===== src/rtl/wave_generator.sv =====
// Phase-accumulator waveform generator: saw up/down, triangle and variable-duty square.
// Mode and duty only change on a period boundary (wrap) or on a sync restart.
module wave_generator #(
    parameter int OUT_WIDTH   = 8,
    parameter int PHASE_WIDTH = 16
) (
    input  logic                   clk,
    input  logic                   reset,
    input  logic                   enable,
    input  logic                   sync,
    input  logic [PHASE_WIDTH-1:0] phase_step,
    input  logic [1:0]             mode,
    input  logic [OUT_WIDTH-1:0]   duty,
    output logic [OUT_WIDTH-1:0]   wave_out,
    output logic                   wrap,
    output logic [1:0]             mode_active
);

    localparam logic [1:0] MODE_SAW_UP   = 2'd0;
    localparam logic [1:0] MODE_SAW_DOWN = 2'd1;
    localparam logic [1:0] MODE_TRIANGLE = 2'd2;
    localparam logic [OUT_WIDTH-1:0] DUTY_RESET = {1'b1, {(OUT_WIDTH-1){1'b0}}};

    logic [PHASE_WIDTH-1:0] phase_q, phase_d;
    logic [OUT_WIDTH-1:0]   wave_q, wave_d;
    logic                   wrap_q, wrap_d;
    logic [1:0]             mode_q, mode_d;
    logic [OUT_WIDTH-1:0]   duty_q, duty_d;

    logic [PHASE_WIDTH:0]   sum_w;
    logic [OUT_WIDTH-1:0]   t_w;
    logic [OUT_WIDTH-1:0]   t_shl_w;

    assign sum_w   = {1'b0, phase_q} + {1'b0, phase_step};
    assign t_w     = phase_q[PHASE_WIDTH-1 -: OUT_WIDTH];
    assign t_shl_w = {t_w[OUT_WIDTH-2:0], 1'b0};

    // sync beats enable; the carry out of the add is the period boundary.
    always_comb begin
        phase_d = phase_q;
        wrap_d  = 1'b0;
        mode_d  = mode_q;
        duty_d  = duty_q;
        if (sync) begin
            phase_d = '0;
            mode_d  = mode;
            duty_d  = duty;
        end else if (enable) begin
            phase_d = sum_w[PHASE_WIDTH-1:0];
            wrap_d  = sum_w[PHASE_WIDTH];
            if (sum_w[PHASE_WIDTH]) begin
                mode_d = mode;
                duty_d = duty;
            end
        end
    end

    // Sample shape comes from the pre-update phase, giving one cycle of latency.
    always_comb begin
        wave_d = '0;
        case (mode_q)
            MODE_SAW_UP:   wave_d = t_w;
            MODE_SAW_DOWN: wave_d = ~t_w;
            MODE_TRIANGLE: wave_d = t_w[OUT_WIDTH-1] ? ~t_shl_w : t_shl_w;
            default:       wave_d = (t_w < duty_q) ? {OUT_WIDTH{1'b1}} : '0;
        endcase
    end

    always_ff @(posedge clk or posedge reset) begin
        if (reset) begin
            phase_q <= '0;
            wave_q  <= '0;
            wrap_q  <= 1'b0;
            mode_q  <= 2'd0;
            duty_q  <= DUTY_RESET;
        end else begin
            phase_q <= phase_d;
            wave_q  <= wave_d;
            wrap_q  <= wrap_d;
            mode_q  <= mode_d;
            duty_q  <= duty_d;
        end
    end

    assign wave_out    = wave_q;
    assign wrap        = wrap_q;
    assign mode_active = mode_q;

endmodule


===== config.mk =====
export PLATFORM = sky130hd
export DESIGN_NAME = wave_generator
export DESIGN_NICKNAME = d
export VERILOG_FILES = /design/src/rtl/wave_generator.sv
export SDC_FILE = /design/constraint.sdc
export NUM_CORES = 1
export LEC_CHECK = 0
export BUFFER_PORTS_ARGS = -buffer_cell sky130_fd_sc_hd__clkbuf_2
export CAP_MARGIN = 20
export CELL_PAD_IN_SITES_DETAIL_PLACEMENT = 0
export CELL_PAD_IN_SITES_GLOBAL_PLACEMENT = 1
export CORE_MARGIN = 2
export CORE_UTILIZATION = 35
export CTS_CLUSTER_DIAMETER = 40
export DETAILED_ROUTE_END_ITERATION = 7
export PLACE_DENSITY_LB_ADDON = 0.12
export SLEW_MARGIN = 20
export SYNTH_ARGS = -nofsm -noshare
export SYNTH_HDL_FRONTEND = slang
export SYNTH_SLANG_ARGS = --single-unit

===== constraint.sdc =====
create_clock -name clk -period 2.8 [get_ports clk]
set_input_delay 0.7 -clock clk [delete_from_list [all_inputs] [get_ports clk]]
set_output_delay 0.7 -clock clk [all_outputs]
set_load 0.005 [all_outputs]

==> impl_metrics.tcl, run 1 <==
set metrics [dict create \
    io_buffers 40 \
    cts-hold-fix-buffers 0 \
    crit_required_ns 2.98 \
    synth_xor_area_share_pct 8.62 \
    hold_viol 0 \
    rr_endpoint "duty_q[6]" \
    worstPathArrival_ns 2.68 \
    report.final.slew_viol_count 0 \
    cts_buffer_depth 2 \
    use_met3_pct 3.32 \
    worstPathMaxFanout 10 \
    layout-drive-gt1-share_pct 25.8 \
    dpl_cell_area_um2 2860 \
    numCtsBuffers 5 \
    area_delta_synth_final_pct 20.8 \
    drt-total-wl_um 5660 \
    synthArstFlopShare_pct 100 \
    tightest_slew_ns 0.581 \
    antenna_found_initial 0 \
    yosysUniqueCellTypes 44 \
    fin_crit_ns 2.50 \
    die_h_um 87.5 \
    critPathSlowestCell "mux2_2" \
    timing.final.ws_setup_ns 0.299 \
    crit_type "input port to register" \
    route.detailed.drc 0 \
    synth.area.top_cells "dfrtp_1, ha_1, xnor2_1" \
    rr_startpoint "phase_q[0]" \
    grt_overflow 0 \
    ys_seq_area_share_pct 35.9 \
    crit_path_end_kind "register" \
    syn_area_per_cell_um2 9.31 \
    grt_pass1_vias 1869 \
    swShare_pct 37.5 \
    gr-max-usage-layer "met1" \
    path_clk_slew_ns 0.08 \
    place_ws_ns -0.0216 \
    run_status "finished clean" \
    crit_family "compound AO/OA/AOI/OAI gates" \
    cts_tree "yes" \
    drv_cap 0 \
    power.density_nw_per_um2 732 \
    avgRoutedWirePerCell_um 14.1 \
    routed_via_density 4.97 \
    synth_most_common_cell "dfrtp_1" \
    die_area_um2 7650 \
    ios 41 \
    grt_pass1_wl_um 9320 \
    start_util_pct 36.1 \
    ant_nets 0 \
    cts_setup_buffers 0 \
    grt_max_degree 36 \
    synth_seq_cells 35 \
    synthesis.area_um2 2440 \
    syn_inst 262 \
    p_sw_uw 810 \
    fin_skew_ns 0.00838 \
    max_stage_delay_ns 0.33 \
    use_met1_pct 24.3 \
    via_count 1998 \
    first_pass_iters 4 \
    start_kind "input port" \
    combPwrFrac_pct 46.1 \
    synth_edf_count 0 \
    track_usage_pct 15.8 \
    drt_iter0_markers 126 \
    synth_common_cells "dfrtp_1, nor2_1, ha_1, nand2_1, xnor2_1" \
    yosys.area_share.simple_pct 13.6 \
    die_x_um 87.5 \
    ys.flop_type "dfrtp_1" \
    r2r_slack_ns 0.41 \
    yosysTopAreaCellShare_pct 34.9 \
    cp_num_buf_inv 3 \
    rows 30 \
    worstSkewPairLatency_ns 0.29 \
    fin_cells 402 \
    dp_cells 394 \
    ir_drop_v 0.000306 \
    stdcell_area_um2 2950 \
    diodes 0 \
    synth_top_family_by_area "compound AO/OA/AOI/OAI gates" \
    met2_usage_pct 22.7 \
    intPower_mw 1.35 \
    rsz0062_at_grt "no" \
    final_nets 375 \
    hpwl_um 4230 \
    min_period_over_period_pct 89.3 \
    cts_sinks 35 \
    maxSlewHeadroom_pct 61.0 \
    p_leak_nw 1.45 \
    synthesis.nets 316 \
    synth_area_leader_cell "dfrtp_1" \
    p_seq_share_pct 36.5 \
    synth-compound-area-share_pct 19.4 \
    yosysWarnings 0 \
    clkPwrFrac_pct 17.4 \
    core_area_um2 6760 \
    routabilityCongestion 0.817 \
    muxShareOfSynthArea_pct 6.31 \
    cp_cell_sequence "clkbuf_2 -> ha_1 -> inv_1 -> fa_1 -> nor2b_4 -> o31ai_1 -> a21oi_1 -> a21bo_2 -> o31ai_4 -> buf_12 -> mux2_2" \
    cts_resized 0 \
    post-route-util_pct 43.6 \
    reg2regPathDepth 10 \
    hp-class "input port to async pin" \
    setup_viol 0 \
    finalPower_mw 2.16 \
    h-tree-depth 2 \
    max_freq_ghz 0.400 \
    hold_slack_ns 0.476 \
    root_buffer "clkbuf_8" \
    setup_tns_ns 0 \
    yosys.area_share.adder_pct 12.6 \
]
## worst min-delay path: cells and delay by family
family / cells / cell delay, ns
buffers and inverters: 3 / 0.51
## layout by cell type (no fill, tap or decap), drive strengths merged, types with 12 or more instances in the layout
cell type and n:
nand2 23, a21oi 12, xnor2 19, o21ai 18
nor2 28, inv 14, dfrtp 34, ha 23
buf 19, clkbuf 46
## sequential cells by signal, summed over array words and instances, names as in the netlist
name and flops:
duty_q 8, mode_active 2, phase_q 16, wave_out 8, wrap 1
## power groups by stage
| stage | clock network [mW] | logic (mW) | registers, mW |
|---|---|---|---|
| 6_report | 0.375 | 0.995 | 0.788 |
| 5_1_grt | 0.402 | 1.13 | 0.809 |
| 4_1_cts | 0.382 | 1.01 | 0.787 |
| 3_5_place_dp | 0 | 1.00 | 0.798 |
| 3_3_place_gp | 0 | 0.998 | 0.794 |
| 2_1_floorplan | 0 | 0.730 | 0.758 |
## layer usage
| metal | part of all wire (%) | vias up | wire, um |
|---|---|---|---|
| met5 | 0 | - | 0 |
| met4 | 0.85 | 0 | 48 |
| met3 | 3.6 | 5 | 205 |
| met2 | 42 | 36 | 2400 |
| met1 | 53 | 910 | 3010 |
| li1 | - | 1047 | - |
## cell families after synthesis
| logic type | count (synthesis) |
|---|---|
| fa+ha+maj | 24 |
| simple gates | 73 |
| mux | 14 |
| compound gates | 71 |
| buf+inv | 21 |
| flops | 35 |
| xor+xnor | 24 |
## worst max path at each step
stage | depth (start not counted) | start | to
floorplan | 9 | phase_step[0] | duty_q[0]
finish | 11 | phase_step[0] | duty_q[6]
global route | 10 | phase_step[3] | phase_q[13]
CTS | 11 | phase_step[0] | duty_q[6]
detailed placement | 11 | phase_step[0] | duty_q[6]
global placement | 11 | phase_step[0] | duty_q[6]
## layout make-up
class / count / area, um^2
flip-flops and latches: 35 / 877
fillers: 706 / 3810
clock buffers: 6 / 72.6
clock inverters: 2 / 12.5
inverters: 14 / 52.6
well taps: 80 / 100
repair buffers: 59 / 355
multi-input cells: 206 / 1480
No activity file was read; power rests on OpenSTA's default activity.
==> inputs of run 2 (changes only) <==
Settings changed: ABC_AREA set to 1, SKIP_CTS_REPAIR_TIMING set to 1.
==> run 2 against run 1 <==
- routed wire length is 19% higher
- critical path depth up 3
- worst setup slack better by 0.42 ns
- maximum frequency up 20%
- synthesized cell count rose by 51%
- synthesized area up 14%
- utilization shrank 2.5 points
- combinational power grew 25%
- largest cell class unchanged
- global-route usage increased by 0.90 points
- cell area grew 7.8%
==> impl_metrics.tcl, run 2 <==
set metrics [dict create \
    grt_max_degree 36 \
    die_x_um 93.2 \
    critPathLaunch "phase_step[0]" \
    ys_seq_area_share_pct 31.5 \
    synthArstFlopShare_pct 100 \
    area_delta_synth_final_pct 14.1 \
    setup_viol 0 \
    hold_viol 0 \
    routed_via_density 4.65 \
    layout_common_cells "nand2_1, inv_1, nand3_1" \
    cts_sinks 35 \
    min_period_over_period_pct 74.5 \
    crit_required_ns 2.98 \
    cts_tree "yes" \
    start_util_pct 36.0 \
    ios 41 \
    synth_seq_cells 35 \
    rows 32 \
    ys.flop_type "dfrtp_1" \
    antenna_found_initial 0 \
    place_ws_ns 0.396 \
    track_usage_pct 16.7 \
    cp_cell_sequence "clkbuf_2 -> ha_1 -> inv_1 -> fa_1 -> inv_1 -> nand3_1 -> nand2_4 -> nand2_4 -> nand2_4 -> nand2_4 -> nand2_2 -> nand2_2 -> nand3_2 -> nand2_2" \
    synthesis.nets 450 \
    power.density_nw_per_um2 766 \
    yosysTopAreaCellShare_pct 30.5 \
    dpl_cell_area_um2 3090 \
    finalPower_mw 2.43 \
    grt_pass1_wl_um 11500 \
    hpwl_um 5140 \
    layout-drive-gt1-share_pct 22.3 \
    start_kind "input port" \
    syn_area_per_cell_um2 7.03 \
    worstPathMaxFanout 11 \
    ant_nets 0 \
    core_area_um2 7730 \
    post-route-util_pct 41.1 \
    crit_path_end_kind "register" \
    synth_area_leader_cell "dfrtp_1" \
    route.detailed.drc 0 \
    diodes 0 \
    cp_common_cell "nand2_4" \
    rr_startpoint "phase_q[0]" \
    report.final.slew_viol_count 0 \
    synth.area.top_cells "dfrtp_1, nand2_1, ha_1" \
    fin_crit_ns 2.09 \
    p_leak_nw 1.81 \
    synthesis.area_um2 2790 \
    routabilityCongestion 0.785 \
    synth_most_common_cell "nand2_1" \
    grt_overflow 0 \
    max_stage_delay_ns 0.40 \
    stdcell_area_um2 3180 \
    largest_reg_flops 16 \
    h-tree-depth 2 \
    worstSkewPairLatency_ns 0.29 \
    yosysUniqueCellTypes 32 \
    yosysWarnings 0 \
    syn_inst 396 \
    setup_tns_ns 0 \
    synth_common_cells "nand2_1, inv_1, nand3_1" \
    hp-class "input port to async pin" \
    drt-total-wl_um 6750 \
    timing.final.ws_setup_ns 0.714 \
    first_pass_iters 4 \
    cts_buffer_depth 2 \
    via_count 2516 \
    final_nets 492 \
    drv_cap 0 \
    largest-register "phase_q" \
    nFillCells 840 \
    crit_type "input port to register" \
    fin_skew_ns 0.00536 \
    rsz0062_at_grt "no" \
    numCtsBuffers 5 \
    maxSlewHeadroom_pct 61.2 \
    grt_pass1_vias 2330 \
    tightest_slew_ns 0.582 \
    final_common_cell "nand2_1" \
    die_area_um2 8690 \
    ir_drop_v 0.000272 \
    max_freq_ghz 0.479 \
    synth_edf_count 0 \
    path_clk_slew_ns 0.08 \
    root_buffer "clkbuf_8" \
    io_buffers 40 \
    drt_iter0_markers 90 \
    run_status "finished clean" \
    worstPathArrival_ns 2.27 \
    die_h_um 93.2 \
    avgRoutedWirePerCell_um 12.5 \
    critPathSlowestCell "fa_1" \
]
run 2: path summary, 6_finish.rpt:
kind                                   end  slack, ns  depth (start not counted)
worst min-delay path             duty_q[6]       0.49                          3
min in group clk                phase_q[6]       0.49                          2
worst max register to register   duty_q[3]       0.82                         13
max in group asynchronous        duty_q[7]       1.95                          3
worst max-delay path             duty_q[3]       0.71                         14
worst min register to register  phase_q[6]       0.49                          2
run 2: power by group:
group | switching, mW | total [mW] | internal [mW]
Clock | 0.202 | 0.376 | 0.174
Sequential | 0.154 | 0.820 | 0.666
Combinational | 0.742 | 1.24 | 0.495
Total | 1.10 | 2.43 | 1.34
run 2: final cells by class:
type | count | area [um^2] | share of cell area [%]
clock inverters | 2 | 12.5 | 0.394
clock buffers | 6 | 72.6 | 2.28
inverters | 62 | 233 | 7.33
flip-flops and latches | 35 | 877 | 27.6
well taps | 102 | 128 | 4.02
repair buffers | 44 | 230 | 7.25
multi-input cells | 290 | 1620 | 51.1
run 2: through the flow:
stage,std cells,hold slack [ns]
3_3_place_gp,533,0.469
5_1_grt,541,0.514
3_5_place_dp,533,0.473
2_1_floorplan,396,0.453
6_report,541,0.487
4_1_cts,541,0.494
run 2: per-layer routing:
metal | track usage, % | up-vias | part of all wire, %
met5 | 0 | - | 0
met4 | 3.31 | 0 | 0.84
met3 | 2.42 | 5 | 3.1
li1 | - | 1339 | -
met1 | 24.1 | 1132 | 52
met2 | 26.9 | 40 | 44
run 2: critical path: cells and delay by family:
kind                       cells  cell delay, ns
and+or+nand+nor                9            0.79
adders and majority gates      2            0.55
buffers and inverters          3            0.23
run 2: cell families (layout without fill, tap and decap cells):
kind of cell	after synthesis	count (layout)	share of synthesized area, %
compound gates	42	42	8.09
fa+ha+maj	24	24	11.1
xor+xnor	2	2	0.629
simple gates	222	222	38.5
flops	35	35	31.5
buf+inv	71	114	10.2
